--- src/rtl/div_seq_pkg.sv ---
// Shared constants for the iterative divider: state codes, handshake levels
// and the EX aluop codes that launch a divide.
package div_seq_pkg;

    typedef enum logic [1:0] {
        DIV_FREE    = 2'b00,
        DIV_BY_ZERO = 2'b01,
        DIV_ON      = 2'b10,
        DIV_END     = 2'b11
    } div_state_e;

    localparam logic DIV_RESULT_READY     = 1'b1;
    localparam logic DIV_RESULT_NOT_READY = 1'b0;
    localparam logic DIV_START            = 1'b1;
    localparam logic DIV_STOP             = 1'b0;

    localparam int DOUBLE_REG_W = 64;

    // aluop codes EX decodes to raise start_i
    localparam logic [7:0] EXE_DIV_OP  = 8'b0001_1010;
    localparam logic [7:0] EXE_DIVU_OP = 8'b0001_1011;

endpackage

--- src/rtl/div_step.sv ---
// One restoring shift-subtract iteration: compare the upper window against the
// divisor, keep the difference and shift in a 1, or just shift (restore).
module div_step
    import div_seq_pkg::*;
#(
    parameter int DATA_W = 32
) (
    input  logic [2*DATA_W:0] i_dividend,
    input  logic [DATA_W-1:0] i_divisor,
    output logic [2*DATA_W:0] o_dividend
);

    logic [DATA_W:0] w_diff;

    assign w_diff = {1'b0, i_dividend[2*DATA_W-1:DATA_W]} - {1'b0, i_divisor};

    always_comb begin
        o_dividend = {i_dividend[2*DATA_W-1:0], 1'b0};
        if (!w_diff[DATA_W])
            o_dividend = {w_diff[DATA_W-1:0], i_dividend[DATA_W-1:0], 1'b1};
    end

endmodule

--- src/rtl/div_seq.sv ---
// Iterative divider sequencer beside EX: one quotient bit per clock on operand
// magnitudes, sign correction at the end, result held until EX drops start_i.
module div_seq
    import div_seq_pkg::*;
#(
    parameter int DATA_W = 32,
    parameter int CNT_W  = 6
) (
    input  logic                clk,
    input  logic                rst,
    input  logic                signed_div_i,
    input  logic [DATA_W-1:0]   opdata1_i,
    input  logic [DATA_W-1:0]   opdata2_i,
    input  logic                start_i,
    input  logic                annul_i,
    output logic [2*DATA_W-1:0] result_o,
    output logic                ready_o,
    output logic                busy_o
);

    div_state_e        r_state;
    logic [CNT_W-1:0]  r_cnt;
    logic [2*DATA_W:0] r_dividend;
    logic [DATA_W-1:0] r_divisor;
    logic              r_neg_q;
    logic              r_neg_r;

    logic [DATA_W-1:0] w_one;
    logic              w_sign1;
    logic              w_sign2;
    logic [DATA_W-1:0] w_op1_abs;
    logic [DATA_W-1:0] w_op2_abs;
    logic [2*DATA_W:0] w_next_dividend;
    logic [DATA_W-1:0] w_quot;
    logic [DATA_W-1:0] w_rem;
    logic              w_go;

    assign w_one     = {{(DATA_W-1){1'b0}}, 1'b1};
    assign w_sign1   = signed_div_i & opdata1_i[DATA_W-1];
    assign w_sign2   = signed_div_i & opdata2_i[DATA_W-1];
    assign w_op1_abs = w_sign1 ? (~opdata1_i + w_one) : opdata1_i;
    assign w_op2_abs = w_sign2 ? (~opdata2_i + w_one) : opdata2_i;
    assign w_go      = (start_i == DIV_START) && !annul_i;

    // Sign fix-up: quotient follows sign1^sign2, remainder follows the dividend.
    assign w_quot = r_neg_q ? (~r_dividend[DATA_W-1:0] + w_one) : r_dividend[DATA_W-1:0];
    assign w_rem  = r_neg_r ? (~r_dividend[2*DATA_W:DATA_W+1] + w_one)
                            : r_dividend[2*DATA_W:DATA_W+1];

    assign busy_o = (r_state != DIV_FREE) || w_go;

    div_step #(.DATA_W(DATA_W)) u_step (
        .i_dividend (r_dividend),
        .i_divisor  (r_divisor),
        .o_dividend (w_next_dividend)
    );

    always_ff @(posedge clk) begin
        if (rst) begin
            r_state    <= DIV_FREE;
            r_cnt      <= '0;
            r_dividend <= '0;
            r_divisor  <= '0;
            r_neg_q    <= 1'b0;
            r_neg_r    <= 1'b0;
            result_o   <= '0;
            ready_o    <= DIV_RESULT_NOT_READY;
        end else begin
            case (r_state)
                DIV_FREE: begin
                    if (w_go) begin
                        if (opdata2_i == '0) begin
                            r_state <= DIV_BY_ZERO;
                        end else begin
                            r_state    <= DIV_ON;
                            r_cnt      <= '0;
                            r_dividend <= {{DATA_W{1'b0}}, w_op1_abs, 1'b0};
                            r_divisor  <= w_op2_abs;
                            r_neg_q    <= w_sign1 ^ w_sign2;
                            r_neg_r    <= w_sign1;
                        end
                    end
                    ready_o  <= DIV_RESULT_NOT_READY;
                    result_o <= '0;
                end
                DIV_BY_ZERO: begin
                    r_state    <= DIV_END;
                    r_dividend <= '0;
                    result_o   <= '0;
                    ready_o    <= DIV_RESULT_READY;
                end
                DIV_ON: begin
                    if (annul_i) begin
                        r_state <= DIV_FREE;
                        r_cnt   <= '0;
                    end else if (r_cnt != CNT_W'(DATA_W)) begin
                        r_dividend <= w_next_dividend;
                        r_cnt      <= r_cnt + 1'b1;
                    end else begin
                        r_state  <= DIV_END;
                        r_cnt    <= '0;
                        result_o <= {w_rem, w_quot};
                        ready_o  <= DIV_RESULT_READY;
                    end
                end
                DIV_END: begin
                    // Flushes are ignored here; EX ends the op by dropping start_i.
                    if (start_i == DIV_STOP) begin
                        r_state  <= DIV_FREE;
                        ready_o  <= DIV_RESULT_NOT_READY;
                        result_o <= '0;
                    end
                end
                default: r_state <= DIV_FREE;
            endcase
        end
    end

endmodule

--- config.mk ---
export PLATFORM = sky130hd
export DESIGN_NAME = div_seq
export DESIGN_NICKNAME = d
export VERILOG_FILES = /design/src/rtl/div_seq_pkg.sv /design/src/rtl/div_step.sv /design/src/rtl/div_seq.sv
export SDC_FILE = /design/constraint.sdc
export NUM_CORES = 1
export LEC_CHECK = 0
export ABC_AREA = 1
export CAP_MARGIN = 40
export CORE_MARGIN = 2
export CORE_UTILIZATION = 35
export DETAILED_ROUTE_END_ITERATION = 7
export SLEW_MARGIN = 20
export SYNTH_ARGS = -nofsm -noshare
export SYNTH_HDL_FRONTEND = slang
export SYNTH_SLANG_ARGS = --single-unit
--- constraint.sdc ---
create_clock -name clk -period 2.4 [get_ports clk]
set_input_delay 0.72 -clock clk [delete_from_list [all_inputs] [get_ports clk]]
set_output_delay 0.72 -clock clk [all_outputs]
set_load 0.01 [all_outputs]
* Word-level counts from Yosys, hierarchy flattened
Index checks and enable logic that the tools add are counted.
Operators by class: multiplexer cells 29, reductions and logical operators 14, $add $sub $neg 6, equal/unequal tests 11, bitwise logic cells 8
Operators by type and width (number):
- 2-to-1 mux 65 bit | 5
- one-hot mux 65 bit (3 select lines) | 1
- 2-to-1 mux 64 bit | 3
- one-hot mux 64 bit (3 select lines) | 1
- adder 32 x 1 -> 32 bit, second input constant | 4
- 2-to-1 mux 32 bit | 4
- inverter 32 bit | 4
- subtractor 32 x 32 -> 33 bit | 1
- logical NOT 32 bit | 1
- 2-to-1 mux 6 bit | 4
- != test 2 bit, second input constant | 6
- one-hot mux 6 bit (2 select lines) | 1
- AND reduction 3 bit | 4
- 2-to-1 mux 2 bit | 5
- one-hot mux 2 bit (4 select lines) | 1
- adder 6 x 1 -> 6 bit, second input constant | 1
- != test 6 bit, second input constant | 1
- AND reduction 5 bit | 1
- equality test 2 bit, second input constant | 2
- one-hot mux 1 bit (4 select lines) | 1
- nonzero test 2 bit | 2
- 2-to-1 mux 1 bit | 3
- != test 3 bit, second input constant | 1
- nonzero test 3 bit | 1
- 9 further kinds | 10
Word-level totals: bits in registers 172, logic and storage cells 76

* Longest topological paths before layout
word-level depth 6, gate-level depth with buffers 17, gate-level depth less buffers 16

* By module
From an unflattened synthesis, not the netlist that was laid out.
Unflattened totals: cells, all modules 2342, area, all modules 13564.3 sq um
By module, submodules not included:
- div_seq | cells each 1666, instances 1, area an instance 10277.4 sq um
- div_step | cells each 676, instances 1, area an instance 3286.9 sq um

* Worst setup path after synthesis
Ideal clock, no wire load.
kind input -> register, start point input port opdata2_i[0], end point register r_dividend[22], arrival 2090 ps, cell stages on the path 12, data required time 2278 ps, slack 188 ps, cells stage by stage inv_1 > ha_1 > nand3_1 > nor2_4 > nand2_2 > nor2_4 > nand2_2 > nand3_4 > inv_2 > clkbuf_1 > o21ai_0 > a21oi_1
Between the ends: word-level cells in the longest chain between the ends 3
RTL lines:
- start: declaration | RTL line div_seq.sv:13 | input logic [DATA_W-1:0] opdata2_i,
- logical NOT 32 bit | RTL line div_seq.sv:72 | if (opdata2_i == '0) begin
- != test 2 bit (no source line)
- AND reduction 5 bit (no source line)
- end signal: assignment | RTL line div_seq.sv:77 | r_dividend <= {{DATA_W{1'b0}}, w_op1_abs, 1'b0};
- end signal: assignment | RTL line div_seq.sv:97 | r_dividend <= w_next_dividend;
- end: declaration | RTL line div_seq.sv:23 | logic [2*DATA_W:0] r_dividend;
Every way passes these cells. A chain may end at the register's enable or synchronous reset.

* Final worst setup path
start point register r_divisor[29], end point register r_dividend[45]
Between the ends: word-level cells in the longest chain between the ends 5
RTL lines:
- start: declaration | RTL line div_seq.sv:24 | logic [DATA_W-1:0] r_divisor;
- start signal: assignment | RTL line div_seq.sv:78 | r_divisor <= w_op2_abs;
- subtractor 32 x 32 -> 33 bit | RTL line div_step.sv:15 | assign w_diff = {1'b0, i_dividend[2*DATA_W-1:DATA_W]} - {1'b0, i_divisor};
- 2-to-1 mux 65 bit | RTL line div_step.sv:19 | if (!w_diff[DATA_W])
- 2-to-1 mux 65 bit | RTL line div_seq.sv:96 | end else if (r_cnt != CNT_W'(DATA_W)) begin
- 2-to-1 mux 65 bit | RTL line div_seq.sv:93 | if (annul_i) begin
- one-hot mux 65 bit (3 select lines) | RTL line div_seq.sv:69 | case (r_state)
Every way passes these cells. The select of a mux whose other input is x is not followed.

==> results.md <==
- Total net switching power: roughly 6000 uW
- Detailed-router iteration count before antenna repair: 6
- Final worst clock skew: roughly 13 ps
- Antenna Cells: 0
- WHS Path Cells: 2
- Number of design rule violations left after detail routing: 0
- Pin count of the biggest net entering global routing: between 70 and 80
- Dpl cells: ~2900
- Largest area contributor in the netlist: sky130_fd_sc_hd__dfxtp_1
- Number of nets in the layout: about 2600
- Total core area: between 30000 and 40000 sq um
- Number of buffers inserted by hold repair at cts: 0
- Dpl hpwl: 36180 microns
- Count of placed standard cells in the final layout, fillers left out: around 3000
- Worst skew pair latency: 450 ps
- Die boundary width: 196.4 microns
- Clock Path Buffers: 2
- Antenna-violating nets left: 0
- Initial drt markers: between 1000 and 1500
- Die Span Y: ~200 microns
- Startpoint Class: flip-flop
- Final Max Slew Viols: 0
- Synthesized cell area: between 10000 and 15000 sq um
- Internal cell power: about 7300 uW
- Post-Layout Inst Area: 17150 sq um
- Post-layout min period: around 2300 ps
- Maximum VDD drop: between 0.5 and 0.6 mV
- Dominant cells by area after synthesis: sky130_fd_sc_hd__dfxtp_1, sky130_fd_sc_hd__nand2_1, sky130_fd_sc_hd__nand3_1
- Effective utilization at floorplan: 0.3547
- Relative area change from synthesis to final layout: 32.37%
- Share of synthesized registers carrying an async set or reset: 0
- Buffers on Ports: 134
- Worst reg-to-reg path cell count: 14
- Count of endpoints failing setup in the final report: 0
- Slew @ Worst Pin: between 500 and 600 ps
- Syn. warnings: 0
- Placed Instance Area: ~16000 sq um
- Routed wire length per instance: between 15 and 20 microns
- RSZ-0062 raised after global routing: yes
- List of most frequent post-synthesis cells: sky130_fd_sc_hd__nand2_1, sky130_fd_sc_hd__inv_1, sky130_fd_sc_hd__nand3_1
- Sort of element at the end of the critical path: flip-flop
- Number of nets produced by synthesis: roughly 2300
- Overall global routing resource usage: 0.2342
- IO Count: approximately 140
- Max Cap Viol: 0
- Clock root cell: sky130_fd_sc_hd__clkbuf_16
- Number of enable flip-flop cells after synthesis: 0
- Period utilization: 0.9570
- Initial antenna violation count: 0
- Number of levels the H-tree was split into: 4
- Leak pwr: between 0.008 and 0.009 uW
- Number of distinct library cells after synthesis: 45
- Combinational group share of total power: 0.502
- First-pass GRT wire length: between 70000 and 80000 microns
- Number of hold violations in the final report: 0
- Post-synthesis instance total: 2216
- Clock network fraction of total power: 0.208
- Floorplan die area: between 30000 and 40000 sq um
- Critical setup path kind: reg2reg
- TritonCTS clock tree: yes
- Placer congestion estimate: between 0.9 and 1
- Worst slew margin: 0.6098
- Share of post-route cells with drive strength above 1: 0.1296
- Average vias per placed instance: 5.017
- Total power: between 10000 and 15000 uW
- Number of fillers in the final layout: ~3800
- Share of total power in sequential cells: 0.290
- Post-Synthesis Mean Instance Area: just under 6 sq um
- Proportion of total power due to net switching: 0.4513
- Most common cell in the netlist: sky130_fd_sc_hd__nand2_1
- Upper clock frequency limit: 0.4354 GHz
- Hold/Removal Path Class: reg2reg
- Worst Path Max Fanout: 5
- Clock sink count: 172
- Final wirelength: roughly 46000 microns
- Proportion of synthesized chip area in sequential cells: 0.2658
- Ys flop type: sky130_fd_sc_hd__dfxtp_1
- Overflow after GRT: 0
- Row Count: 70
- Top-area cell type share of the netlist area: 0.2658
- Clock slew at the register clock pins of the worst setup and hold paths: about 70 ps
- Outcome: finished clean
- Flip-flop and latch count after synthesis: 172
- TritonCTS Buffers: 17
- Via count of the first global-routing pass: around 14000
- Arr. time, crit path: 2680 ps
- WP data required: 2780 ps
- Via total after detailed routing: roughly 15000
- P per Cell Area: between 700 and 800 nW/um^2
-- state kept, by name, summed over array words and instances, names as in the netlist --
signal      flops
r_divisor      32
result_o       64
r_neg_r         1
r_neg_q         1
r_cnt           6
r_dividend     65
r_state         2
ready_o         1
-- what timing repair did --
item / in CTS / in global routing
endpoints found under the setup margin: 8 / 55
pin swaps: 0 / 12
gates resized for setup: 4 / 65
gates cloned: 0 / 7
endpoints found under the hold margin: 0 / 0
buffers inserted: 0 / 6
-- stage by stage --
stage / setup slack [ps] / setup TNS [ps] / hold slack [ps] / utilization
5_1_grt: -8.078 / -19.96 / 477.9 / 0.4695
2_1_floorplan: 188.1 / 0 / 430.1 / -
6_report: 103.2 / 0 / 465.0 / 0.4695
3_3_place_gp: -319.2 / -24030 / 451.9 / 0.4420
4_1_cts: 3.933 / 0 / 465.4 / 0.4580
3_5_place_dp: -377.5 / -28340 / 455.2 / 0.4420
-- final timing paths --
| check | start | end | slack (ps) |
|---|---|---|---|
| worst max register to register | r_divisor[29] | r_dividend[45] | 100 |
| worst min-delay path | result_o[6] | result_o[6] | 470 |
| worst min register to register | result_o[6] | result_o[6] | 470 |
| worst max-delay path | r_divisor[29] | r_dividend[45] | 100 |
-- cells in the final DEF, fill, tap and decap left out, types with 6 or more instances in the layout --
| cell | n |
|---|---|
| sky130_fd_sc_hd__nand2_1 | 626 |
| sky130_fd_sc_hd__inv_1 | 314 |
| sky130_fd_sc_hd__nand3_1 | 241 |
| sky130_fd_sc_hd__a21oi_1 | 223 |
| sky130_fd_sc_hd__buf_4 | 192 |
| sky130_fd_sc_hd__nor2_1 | 174 |
| sky130_fd_sc_hd__dfxtp_1 | 166 |
| sky130_fd_sc_hd__clkdlybuf4s50_1 | 132 |
| sky130_fd_sc_hd__o21ai_0 | 123 |
| sky130_fd_sc_hd__ha_1 | 39 |
| sky130_fd_sc_hd__xor2_1 | 33 |
| sky130_fd_sc_hd__nand4_1 | 28 |
| sky130_fd_sc_hd__clkbuf_16 | 24 |
| sky130_fd_sc_hd__nor3_1 | 17 |
| sky130_fd_sc_hd__inv_2 | 14 |
| sky130_fd_sc_hd__o21ai_1 | 14 |
| sky130_fd_sc_hd__xnor2_1 | 14 |
| sky130_fd_sc_hd__nand2_2 | 13 |
| sky130_fd_sc_hd__buf_12 | 12 |
| sky130_fd_sc_hd__nor2_2 | 11 |
| sky130_fd_sc_hd__nand3_2 | 7 |
| sky130_fd_sc_hd__dfxtp_2 | 6 |
-- power by group through the flow --
stage	registers, uW	clock network (uW)	logic (uW)
6_report	3850	2760	6660
5_1_grt	3900	2940	7420
4_1_cts	3810	2810	6200
3_5_place_dp	3870	0	6160
3_3_place_gp	3870	0	6100
2_1_floorplan	3690	0	3960
-- layer usage --
layer / track usage / up-vias / share of wire
met1: 0.3291 / 6811 / 0.48
met4: 0.05808 / 0 / 0.017
li1: - / 7692 / -
met3: 0.03354 / 43 / 0.054
met2: 0.3769 / 421 / 0.45
met5: 0 / - / 0
-- cells by family after synthesis --
group	count (synthesis)	share of synthesized area
compound gates	394	0.1582
buf+inv	410	0.1241
simple gates	1147	0.3751
xor+xnor	47	0.03178
flops	172	0.2658
fa+ha+maj	46	0.04501
-- final cells by class --
cell class	count	area, sq um	share of cell area
timing repair buffer	346	3206	0.1870
clock inverter	14	136.4	0.007954
tap	468	585.6	0.03415
sequential	172	3451	0.2013
inverter	331	1245	0.07261
multi-input combinational	1634	8084	0.4715
clock buffer	18	439.2	0.02561
-- worst max-delay path, stage by stage (launching register included) --
cell	delay, ps
sky130_fd_sc_hd__dfxtp_1	360
sky130_fd_sc_hd__inv_2	70
sky130_fd_sc_hd__ha_1	290
sky130_fd_sc_hd__buf_4	150
sky130_fd_sc_hd__nand2_1	80
sky130_fd_sc_hd__a21oi_1	70
sky130_fd_sc_hd__nor2_1	150
sky130_fd_sc_hd__nand2_2	110
sky130_fd_sc_hd__a21oi_4	260
sky130_fd_sc_hd__nand2_8	120
sky130_fd_sc_hd__buf_12	160
sky130_fd_sc_hd__buf_4	130
sky130_fd_sc_hd__nand2_1	90
sky130_fd_sc_hd__nand3_1	70
sky130_fd_sc_hd__a21oi_1	110
No activity file was read; power rests on OpenSTA's default activity.
